## src/rtl/imem_loader_pkg.sv

```systemverilog
// Shared types and constants for the instruction-memory boot loader.
package loader_pkg;
  typedef enum logic [2:0] {
    S_IDLE,
    S_LEN_HI,
    S_LEN_LO,
    S_WORD,
    S_CHECK,
    S_DONE,
    S_ERROR
  } state_t;

  localparam int HDR_LEN = 2;
  localparam int CKSUM_W = 8;
endpackage

```

## src/rtl/imem_loader_if.sv

```systemverilog
// Byte-stream input handshake plus instruction-memory write port.
interface imem_loader_if;
  logic [7:0]  rx_data;
  logic        rx_valid;
  logic        rx_ready;
  logic        im_we;
  logic [31:0] im_addr;
  logic [31:0] im_wdata;

  modport slave  (input rx_data, rx_valid, output rx_ready, im_we, im_addr, im_wdata);
  modport master (output rx_data, rx_valid, input rx_ready, im_we, im_addr, im_wdata);
endinterface

```

## src/rtl/imem_loader_byte_packer.sv

```systemverilog
// Big-endian byte-to-word packer: bytes enter at the LSB end, 4th byte completes a word.
module byte_packer (
  input  logic        i_clk,
  input  logic        i_rst_n,
  input  logic        i_clr,
  input  logic        i_en,
  input  logic [7:0]  i_byte,
  output logic        o_word_done,
  output logic [31:0] o_word
);
  logic [23:0] r_shift;
  logic [1:0]  r_cnt;

  always_ff @(posedge i_clk or negedge i_rst_n) begin
    if (!i_rst_n) begin
      r_shift <= '0;
      r_cnt   <= '0;
    end else if (i_clr) begin
      r_shift <= '0;
      r_cnt   <= '0;
    end else if (i_en) begin
      r_shift <= {r_shift[15:0], i_byte};
      r_cnt   <= r_cnt + 2'd1;
    end
  end

  // Completed word is presented combinationally so the top can register it on the same edge.
  assign o_word_done = i_en && (r_cnt == 2'd3);
  assign o_word      = {r_shift, i_byte};
endmodule

```

## src/rtl/imem_loader.sv

```systemverilog
// Framed byte-stream loader: writes big-endian words to instruction memory,
// verifies the XOR checksum and releases the CPU only on a clean load.
module imem_loader
  import loader_pkg::*;
#(
  parameter int ADDR_WIDTH = 10
) (
  input  logic          i_clk,
  input  logic          i_rst_n,
  input  logic          i_start,
  imem_loader_if.slave  bus,
  output logic          o_cpu_hold,
  output logic          o_done,
  output logic          o_error
);
  localparam int          LEN_W   = HDR_LEN * 8;
  localparam int unsigned MAX_N_I = 1 << ADDR_WIDTH;
  localparam logic [LEN_W:0] MAX_N = MAX_N_I[LEN_W:0];

  state_t                r_state, w_next;
  logic [LEN_W-1:0]      r_len;
  logic [ADDR_WIDTH:0]   r_wcount;
  logic [ADDR_WIDTH:0]   w_wcount_nxt;
  logic [LEN_W:0]        w_wc_ext;
  logic [CKSUM_W-1:0]    r_xor;
  logic                  r_we;
  logic [31:0]           r_addr, r_wdata;
  logic                  w_xfer, w_start_ok, w_word_done;
  logic [LEN_W-1:0]      w_len;
  logic [31:0]           w_word;

  assign bus.rx_ready = (r_state == S_LEN_HI) || (r_state == S_LEN_LO) ||
                        (r_state == S_WORD)   || (r_state == S_CHECK);
  assign w_xfer       = bus.rx_valid && bus.rx_ready;
  assign w_start_ok   = i_start && ((r_state == S_IDLE) || (r_state == S_DONE) ||
                                    (r_state == S_ERROR));
  assign w_len        = {r_len[LEN_W-1:8], bus.rx_data};
  assign w_wcount_nxt = r_wcount + 1'b1;
  assign w_wc_ext     = {{(LEN_W-ADDR_WIDTH){1'b0}}, w_wcount_nxt};

  byte_packer u_packer (
    .i_clk       (i_clk),
    .i_rst_n     (i_rst_n),
    .i_clr       (w_start_ok),
    .i_en        (w_xfer && (r_state == S_WORD)),
    .i_byte      (bus.rx_data),
    .o_word_done (w_word_done),
    .o_word      (w_word)
  );

  always_ff @(posedge i_clk or negedge i_rst_n) begin
    if (!i_rst_n) r_state <= S_IDLE;
    else          r_state <= w_next;
  end

  always_comb begin
    w_next = r_state;
    unique case (r_state)
      S_IDLE, S_DONE, S_ERROR: if (i_start) w_next = S_LEN_HI;
      S_LEN_HI: if (w_xfer) w_next = S_LEN_LO;
      S_LEN_LO: if (w_xfer) begin
        if (w_len == '0)                 w_next = S_CHECK;
        else if ({1'b0, w_len} > MAX_N)  w_next = S_ERROR;
        else                             w_next = S_WORD;
      end
      S_WORD:  if (w_word_done && (w_wc_ext == {1'b0, r_len})) w_next = S_CHECK;
      S_CHECK: if (w_xfer) w_next = (bus.rx_data == r_xor) ? S_DONE : S_ERROR;
      default: w_next = S_IDLE;
    endcase
  end

  always_ff @(posedge i_clk or negedge i_rst_n) begin
    if (!i_rst_n) begin
      r_len    <= '0;
      r_wcount <= '0;
      r_xor    <= '0;
      r_we     <= 1'b0;
      r_addr   <= '0;
      r_wdata  <= '0;
    end else begin
      r_we <= w_word_done;
      if (w_word_done) begin
        r_addr   <= {{(29-ADDR_WIDTH){1'b0}}, r_wcount, 2'b00};
        r_wdata  <= w_word;
        r_wcount <= w_wcount_nxt;
      end
      if (w_start_ok) begin
        r_len    <= '0;
        r_wcount <= '0;
        r_xor    <= '0;
      end else if (w_xfer && (r_state != S_CHECK)) begin
        r_xor <= r_xor ^ bus.rx_data;
      end
      if (w_xfer && (r_state == S_LEN_HI)) r_len[LEN_W-1:8] <= bus.rx_data;
      if (w_xfer && (r_state == S_LEN_LO)) r_len[7:0]       <= bus.rx_data;
    end
  end

  assign bus.im_we    = r_we;
  assign bus.im_addr  = r_addr;
  assign bus.im_wdata = r_wdata;
  assign o_done       = (r_state == S_DONE);
  assign o_error      = (r_state == S_ERROR);
  assign o_cpu_hold   = (r_state != S_DONE);
endmodule

```

## src/flat_wrapper.sv

```systemverilog
// flat-port wrapper written by rule: the top's interface ports become plain ports
module imem_loader_flat import loader_pkg::*;
#(
  parameter int ADDR_WIDTH = 10
)
  (i_clk, i_rst_n, i_start, o_cpu_hold, o_done, o_error, bus_rx_data, bus_rx_valid, bus_rx_ready, bus_im_we, bus_im_addr, bus_im_wdata);
  imem_loader_if bus_i ();
  input  logic i_clk;
  input  logic i_rst_n;
  input  logic i_start;
  output logic o_cpu_hold;
  output logic o_done;
  output logic o_error;
  input wire logic [$bits(bus_i.rx_data)-1:0] bus_rx_data;
  input wire logic [$bits(bus_i.rx_valid)-1:0] bus_rx_valid;
  output wire logic [$bits(bus_i.rx_ready)-1:0] bus_rx_ready;
  output wire logic [$bits(bus_i.im_we)-1:0] bus_im_we;
  output wire logic [$bits(bus_i.im_addr)-1:0] bus_im_addr;
  output wire logic [$bits(bus_i.im_wdata)-1:0] bus_im_wdata;
  assign bus_i.rx_data = bus_rx_data;
  assign bus_i.rx_valid = bus_rx_valid;
  assign bus_rx_ready = bus_i.rx_ready;
  assign bus_im_we = bus_i.im_we;
  assign bus_im_addr = bus_i.im_addr;
  assign bus_im_wdata = bus_i.im_wdata;
  imem_loader #(.ADDR_WIDTH(ADDR_WIDTH)) u_core (.i_clk(i_clk), .i_rst_n(i_rst_n), .i_start(i_start), .bus(bus_i), .o_cpu_hold(o_cpu_hold), .o_done(o_done), .o_error(o_error));
endmodule
```

## config.mk

```make
export PLATFORM = sky130hd
export DESIGN_NAME = imem_loader_flat
export DESIGN_NICKNAME = d
export VERILOG_FILES = /design/src/rtl/imem_loader_pkg.sv /design/src/rtl/imem_loader_if.sv /design/src/rtl/imem_loader_byte_packer.sv /design/src/rtl/imem_loader.sv /design/src/flat_wrapper.sv
export SDC_FILE = /design/constraint.sdc
export NUM_CORES = 1
export LEC_CHECK = 0
export ABC_CLOCK_PERIOD_IN_PS = 2200
export CORE_UTILIZATION = 28
export CTS_CLUSTER_SIZE = 25
export DETAILED_ROUTE_END_ITERATION = 10
export PLACE_DENSITY_LB_ADDON = 0.2
export SYNTH_ARGS = -nofsm -noshare
export SYNTH_HDL_FRONTEND = slang
export SYNTH_SLANG_ARGS = --single-unit
```

## constraint.sdc

```tcl
create_clock -name i_clk -period 2.2 [get_ports i_clk]
set_input_delay 0.44 -clock i_clk [delete_from_list [all_inputs] [get_ports i_clk]]
set_output_delay 0.44 -clock i_clk [all_outputs]
set_load 0.01 [all_outputs]
```

==> results of run 1 <==
[kinds of logic (layout without fill, tap and decap cells)]
family                     Yosys count  count (layout)
AOI/OAI and AO/OA                   69              69
xor gates and xnor gates            41              41
adders and majority gates            2               2
buffers and inverters               61             117
DFF                                108             108
muxes                               44              44
other                                1              21
and+or+nand+nor                    174             174
[synth_stat cells, types with 3 or more instances]
| master | n |
|---|---|
| dfrtp_1 | 108 |
| nand2_1 | 102 |
| mux2_2 | 43 |
| a21oi_1 | 32 |
| nor2_1 | 32 |
| buf_4 | 27 |
| xnor2_1 | 23 |
| o21ai_0 | 19 |
| clkbuf_1 | 18 |
| xor2_1 | 18 |
| buf_2 | 11 |
| nand3_1 | 8 |
| inv_1 | 5 |
| nand4_1 | 5 |
| nor2b_1 | 4 |
| nor3_1 | 4 |
| nor4_1 | 4 |
| and3_1 | 3 |
[critical path: cells and delay by family (launching register included)]
family	cells	cell delay (ns)
flops	1	0.49
simple gates	1	0.16
buf+inv	2	0.64
[what timing repair did]
| action | CTS | global route |
|---|---|---|
| setup endpoints to repair | 3 | 2 |
| hold endpoints to repair | 11 | 0 |
| resized for setup | 6 | 3 |
| buffers inserted | 0 | 3 |
| hold buffers | 1 | 0 |
[power by group]
part	internal [mW]	total, mW	leakage (nW)	switching, mW
clock network	0.788	1.55	0.133	0.767
registers	2.67	3.18	1.42	0.504
logic	1.47	2.82	1.28	1.36
[worst max path at each step]
stage                             startpoint           endpoint  slack [ns]
final                      u_core.r_state[0]            o_error        0.11
after global routing      u_core.r_wcount[1]  u_core.r_state[0]        0.02
after CTS                  u_core.r_state[0]       bus_rx_ready       0.002
after detailed placement      bus_rx_data[5]  u_core.r_state[2]       -0.12
after global placement        bus_rx_data[5]  u_core.r_state[2]       -0.08
after floorplan           u_core.r_wcount[0]  u_core.r_state[0]        0.23
[state kept, by name (all words and copies together) (netlist names)]
signal and count:
u_core.bus.im_addr 11, u_core.bus.im_wdata 32, u_core.bus.im_we 1, u_core.r_len 16
u_core.r_state 3, u_core.r_wcount 11, u_core.r_xor 8, u_core.u_packer.r_cnt 2
u_core.u_packer.r_shift 24
[stage by stage]
| stage | hold WS [ns] | instances |
|---|---|---|
| floorplan | 0.144 | 520 |
| global placement | 0.301 | 785 |
| detailed placement | 0.304 | 785 |
| CTS | 0.455 | 802 |
| global route | 0.481 | 805 |
| finish | 0.464 | 805 |
[cells in the final DEF (no fill, tap or decap), drive strengths merged, types with 3 or more instances in the layout]
master         instances
xnor2                 23
nand2                103
and3                   3
nor4                   5
nand4                  6
mux2                  43
o21ai                 21
nand3                  9
clkbuf                11
xor2                  18
nor2                  33
conb                  21
buf                   37
inv                    8
nor2b                  4
dfrtp                108
nor3                   4
clkdlybuf4s50         56
a21oi                 32
[layer usage]
layer | part of all wire | GRT usage | vias up
li1 | - | - | 1762
met1 | 0.47 | 0.181 | 1815
met2 | 0.47 | 0.213 | 92
met3 | 0.044 | 0.0219 | 13
met4 | 0.020 | 0.0665 | 0
met5 | 0 | 0 | -
[cell type report]
type / count / area, um2 / share of cell area
Clock buffer: 11 / 233 / 0.0367
Clock inverter: 5 / 45.0 / 0.00710
Inverter: 5 / 18.8 / 0.00296
Multi-Input combinational cell: 351 / 2150 / 0.339
Sequential cell: 108 / 2710 / 0.426
Tap cell: 229 / 287 / 0.0451
Timing Repair Buffer: 96 / 907 / 0.143
==> out/qor.csv, run 1 <==
stage,metric,value,unit
grt,grt_max_degree,55,
synth,yosysTopAreaCell,dfrtp_1,
worst_setup_path,timing.rr.start,u_core.r_wcount[1],
worst_setup_path,rr_endpoint,u_core.r_state[0],
flow_run,maxCapViolCount,0,
timing,fin_ws,0.111,ns
pwr,ir_worst_vdd,0.708,mV
timing,fmax,479,MHz
final_layout,insertedDiodeCount,0,
pwr,power,7.55,mW
placed_design,place_area,6020,um2
synth,synth_cell_type_count,47,
timing,setup_violations,0,
clocking,cts_tree,yes,
synth,synthMuxAreaShare,0.0967,
worst_setup_path,path_class,flip-flop to output pin,
timing,hold_violations,0,
worst_setup_path,critPathLaunchType,flip-flop,
detailed_routing,vias_per_cell,4.57,
clocking,htreeDepth,3,
synth,netlist_area,5110,um2
final_layout,area_growth,24.2,%
synth,avgSynthCellArea,10.2,um2
timing,max_slew_margin,0.597,
grt,overflow,0,
synth,async_flop_share,1.00,
placed_design,hpwl,8200,um
worst_setup_path,ff2ff_setup_slack,0.20,ns
placed_design,portBuffers,59,
floorplanning,rows,49,
worst_setup_path,r2r_cells,7,
clocking,clk_latency,0.36,ns
detailed_routing,dr.pass1.iters,4,
synth,synth_edf_count,0,
final_layout,layout.nets,585,
floorplanning,start_util,0.285,
worst_setup_path,cp_max_fo,10,
placed_design,pre_cts_slack,-0.116,ns
timing,fin_crit_sh,0.950,
floorplanning,core_area,17900,um2
floorplanning,die_y,137,um
detailed_routing,drt-total-wl,11900,um
clocking,cts_root_buf,clkbuf_16,
clocking,clk_path_buf_depth,2,
detailed_routing,via_count,3682,
detailed_routing,drc,0,
worst_setup_path,cp.arrival,1.65,ns
synth,synth_sequential_area_ratio,0.529,
final_layout,fillCellCount,1807,
grt,antenna_found_initial,0,
pwr,power_density,1190,nW/um2
clocking,cts_sinks,108,
worst_setup_path,endpoint_kind,output pin,
floorplanning,die_w,137,um
floorplanning,io_pins,81,
synth,synth_xor_area_frac,0.0703,
final_layout,post-route-util,0.354,
synth,yosys_warnings,0,
clocking,numCtsBuffers,9,
final_layout,postLayoutCellArea,6350,um2
synth,dominantRegCellSynth,dfrtp_1,
detailed_routing,wl_per_cell,14.7,um
timing,rsz0062_at_grt,no,
detailed_routing,drtIter0Drc,214,
synth,synth-adder-area-share,0.00490,
worst_setup_path,cpPeakStageDelay,0.53,ns
clocking,clkTransAtPathRegs,0.07,ns
synth,synthTopCellsByArea,"dfrtp_1 (53%), mux2_2 (9.5%), nand2_1 (7.5%)",
worst_setup_path,required,1.76,ns
grt,grt_pass1_wl,19300,um
synth,synth_simple_gate_area_frac,0.153,
timing,finalSetupTns,0,ns
timing,slew_viol_final,0,
timing,fin_crit,2.09,ns
placed_design,place.gp.congestion,0.854,
synth,ys_ff_latch,108,
outcome,status,finished clean,
timing,skew,0.00698,ns
timing,worst_slew_pin_slew,0.601,ns
synth,synth_compound_area_frac,0.0786,
grt,first_global_vias,3670,
worst_setup_path,crit_slowest_cell,clkdlybuf4s50_1,
floorplanning,dieArea,18800,um2
pwr,leakagePower,2.83,nW
min_path,hp-class,input pin to asynchronous set/reset pin,
final_layout,drive_gt1_frac,0.189,
detailed_routing,ant_nets,0,
grt,grt_use_total,0.136,
synth,synth_top_area_share,0.529,
worst_setup_path,crit_path_cell_trace,"inv_2, and3_1, clkdlybuf4s50_1",
synth,synth_cells,500,
synth,synth_top_family_by_area,simple AND/OR/NAND/NOR gates,
(Power assumes the default switching activity.)
==> inputs of run 2 (changes only) <==
- PLACE_DENSITY: unset -> 0.51
- PLACE_DENSITY_LB_ADDON: 0.2 -> unset
==> run 2 against run 1 <==
Compared with the run above: count of clock-buffer cells in the layout down 1; cell area is essentially flat; critical path depth did not move; critical endpoint unchanged; largest cell class unchanged; largest power group unchanged.
==> out/qor.csv, run 2 (synthesis results as in run 1) <==
stage,metric,value,unit,change
clocking,clkTransAtPathRegs,0.07,ns,about the same
worst_setup_path,critical_path.top_delay_family,buffers and inverters,,
pwr,p_int,4.91,mW,-0.35%
worst_setup_path,crit_slowest_cell,clkdlybuf4s50_1,,
placed_design,portBuffers,59,,unchanged
timing,skew,0.00560,ns,-0.00138 ns
worst_setup_path,cpPeakStageDelay,0.55,ns,+0.02 ns
clocking,htreeDepth,3,,unchanged
timing,rsz0062_at_grt,no,,
clocking,cts_root_buf,clkbuf_16,,
timing,finalSetupTns,0,ns,unchanged
pwr,ir_worst_vdd,0.513,mV,-28%
floorplanning,die_y,137,um,unchanged
worst_setup_path,crit_path_cell_trace,"inv_1, and3_1, clkdlybuf4s50_1",,
timing,setup_violations,0,,unchanged
grt,antenna_found_initial,0,,unchanged
final_layout,largest_register_ff_count,32,,unchanged
detailed_routing,vias_per_cell,4.64,,+1.5%
detailed_routing,dr.pass1.iters,6,,+2
pwr,leakagePower,2.83,nW,about the same
final_layout,fillCellCount,1794,,-0.72%
detailed_routing,drc,0,,unchanged
final_layout,insertedDiodeCount,0,,unchanged
grt,grt_max_degree,55,,unchanged
worst_setup_path,cp_max_fo,6,,-4
worst_setup_path,critPathLaunchType,flip-flop,,
grt,first_global_vias,3691,,+0.57%
detailed_routing,drtIter0Drc,208,,-2.8%
clocking,clk_latency,0.36,ns,about the same
floorplanning,io_pins,81,,unchanged
pwr,pwr-share-seq,0.416,,-0.004
floorplanning,core_area,17900,um2,unchanged
pwr,power_density,1190,nW/um2,-0.11%
outcome,status,finished clean,,
final_layout,multi_input_area,2140,um2,-0.35%
worst_setup_path,timing.rr.start,u_core.r_wcount[0],,
final_layout,layout.nets,584,,-0.17%
detailed_routing,drt-total-wl,12100,um,+1.6%
grt,grt_pass1_wl,19500,um,+0.96%
grt,overflow,0,,unchanged
pwr,comb_power_share,0.374,,about the same
worst_setup_path,path_class,flip-flop to output pin,,
worst_setup_path,cp.arrival,1.66,ns,about the same
final_layout,drive_gt1_frac,0.184,,-0.00489
floorplanning,dieArea,18800,um2,unchanged
clocking,numCtsBuffers,9,,unchanged
timing,hold_violations,0,,unchanged
worst_setup_path,r2r_cells,7,,unchanged
timing,max_slew_margin,0.594,,-0.00251
worst_setup_path,ff2ff_setup_slack,0.16,ns,-0.04 ns
timing,slew_viol_final,0,,unchanged
floorplanning,start_util,0.285,,unchanged
pwr,switching_power,2.64,mW,+0.28%
floorplanning,die_w,137,um,unchanged
final_layout,regArea,2700,um2,about the same
worst_setup_path,worst-path-buf-inv,2,,unchanged
placed_design,place.gp.congestion,0.860,,+0.64%
final_layout,final_common_cell,dfrtp_1,,
floorplanning,rows,49,,unchanged
placed_design,hpwl,8220,um,+0.26%
clocking,cts_tree,yes,,
detailed_routing,ant_nets,0,,unchanged
pwr,power,7.54,mW,-0.13%
grt,grt_use_total,0.136,,+0.000406
worst_setup_path,required,1.76,ns,about the same
pwr,clkPwrFrac,0.210,,+0.004
clocking,clk_path_buf_depth,2,,unchanged
clocking,hold_buffers,0,,-1
detailed_routing,wl_per_cell,15.0,um,+1.7%
worst_setup_path,rr_endpoint,u_core.r_state[0],,
pwr,p_sw_frac,0.349,,+0.00143
final_layout,area_growth,24.2,%,about the same
timing,fin_crit_sh,0.953,,+0.00335
min_path,hp-class,input pin to asynchronous set/reset pin,,
timing,fmax,477,MHz,-0.35%
clocking,cts_sinks,108,,unchanged
worst_setup_path,endpoint_kind,output pin,,
timing,worst_slew_pin_slew,0.606,ns,+0.00556 ns
timing,fin_crit,2.10,ns,+0.00737 ns
detailed_routing,via_count,3733,,+1.4%
final_layout,most-common-layout-cells,"dfrtp_1 (107), nand2_1 (102), clkdlybuf4s50_1 (56)",,
flow_run,maxCapViolCount,0,,unchanged
-- run 2: area by class of cell --
cell class	count	area share
repair buffers	95	0.143
well taps	229	0.0452
inverters	5	0.00296
clock inverters	6	0.00927
flip-flops and latches	108	0.426
multi-input cells	351	0.338
clock buffers	10	0.0361
-- run 2: per-layer routing --
metal / global-route usage / wire [um]
met3: 0.0289 / 519
met2: 0.219 / 5680
met1: 0.180 / 5640
met4: 0.0507 / 212
met5: 0 / 0
-- run 2: power groups by stage --
stage / Combinational (mW) / Clock [mW] / Sequential (mW)
after floorplan: 1.58 / 0 / 3.19
after global placement: 2.71 / 0 / 3.17
after detailed placement: 2.77 / 0 / 3.20
after CTS: 2.78 / 1.65 / 3.17
after global routing: 3.13 / 1.71 / 3.23
final: 2.82 / 1.58 / 3.14
-- run 2: per-stage QoR --
step	utilization	cells	hold slack (ns)	setup WS [ns]	instance area (um2)
floorplan	-	520	0.144	0.225	5180
global placement	0.337	784	0.431	-0.0805	6030
detailed placement	0.337	784	0.437	-0.0909	6030
CTS	0.353	800	0.0440	0.0269	6310
global route	0.354	804	0.0600	0.0262	6340
finish	0.354	804	0.0382	0.104	6340
-- run 2: worst reg2reg max path, cell delays in order (launching register included) --
cell and delay [ns]:
dfrtp_1 0.38, ha_1 0.23, nand3_4 0.13, or2_2 0.35, xnor2_1 0.16, nand4_1 0.11, nor4_2 0.43, o21ai_0 0.13
-- run 2: repair_timing --
item | 4_1_cts | 5_1_grt
buffers inserted | 0 | 4
resized for setup | 4 | 0
setup endpoints to repair | 3 | 2
pin swaps | 0 | 1
endpoints found under the hold margin | 0 | 0
-- run 2: worst max-delay path by stage --
| stage | to | cells after the start | from |
|---|---|---|---|
| floorplan | u_core.r_state[0] | 7 | u_core.r_wcount[0] |
| global placement | u_core.r_state[2] | 8 | bus_rx_data[5] |
| detailed placement | u_core.r_state[0] | 7 | bus_rx_valid |
| CTS | o_error | 3 | u_core.r_state[0] |
| global route | u_core.r_state[0] | 7 | bus_rx_valid |
| finish | o_error | 3 | u_core.r_state[0] |
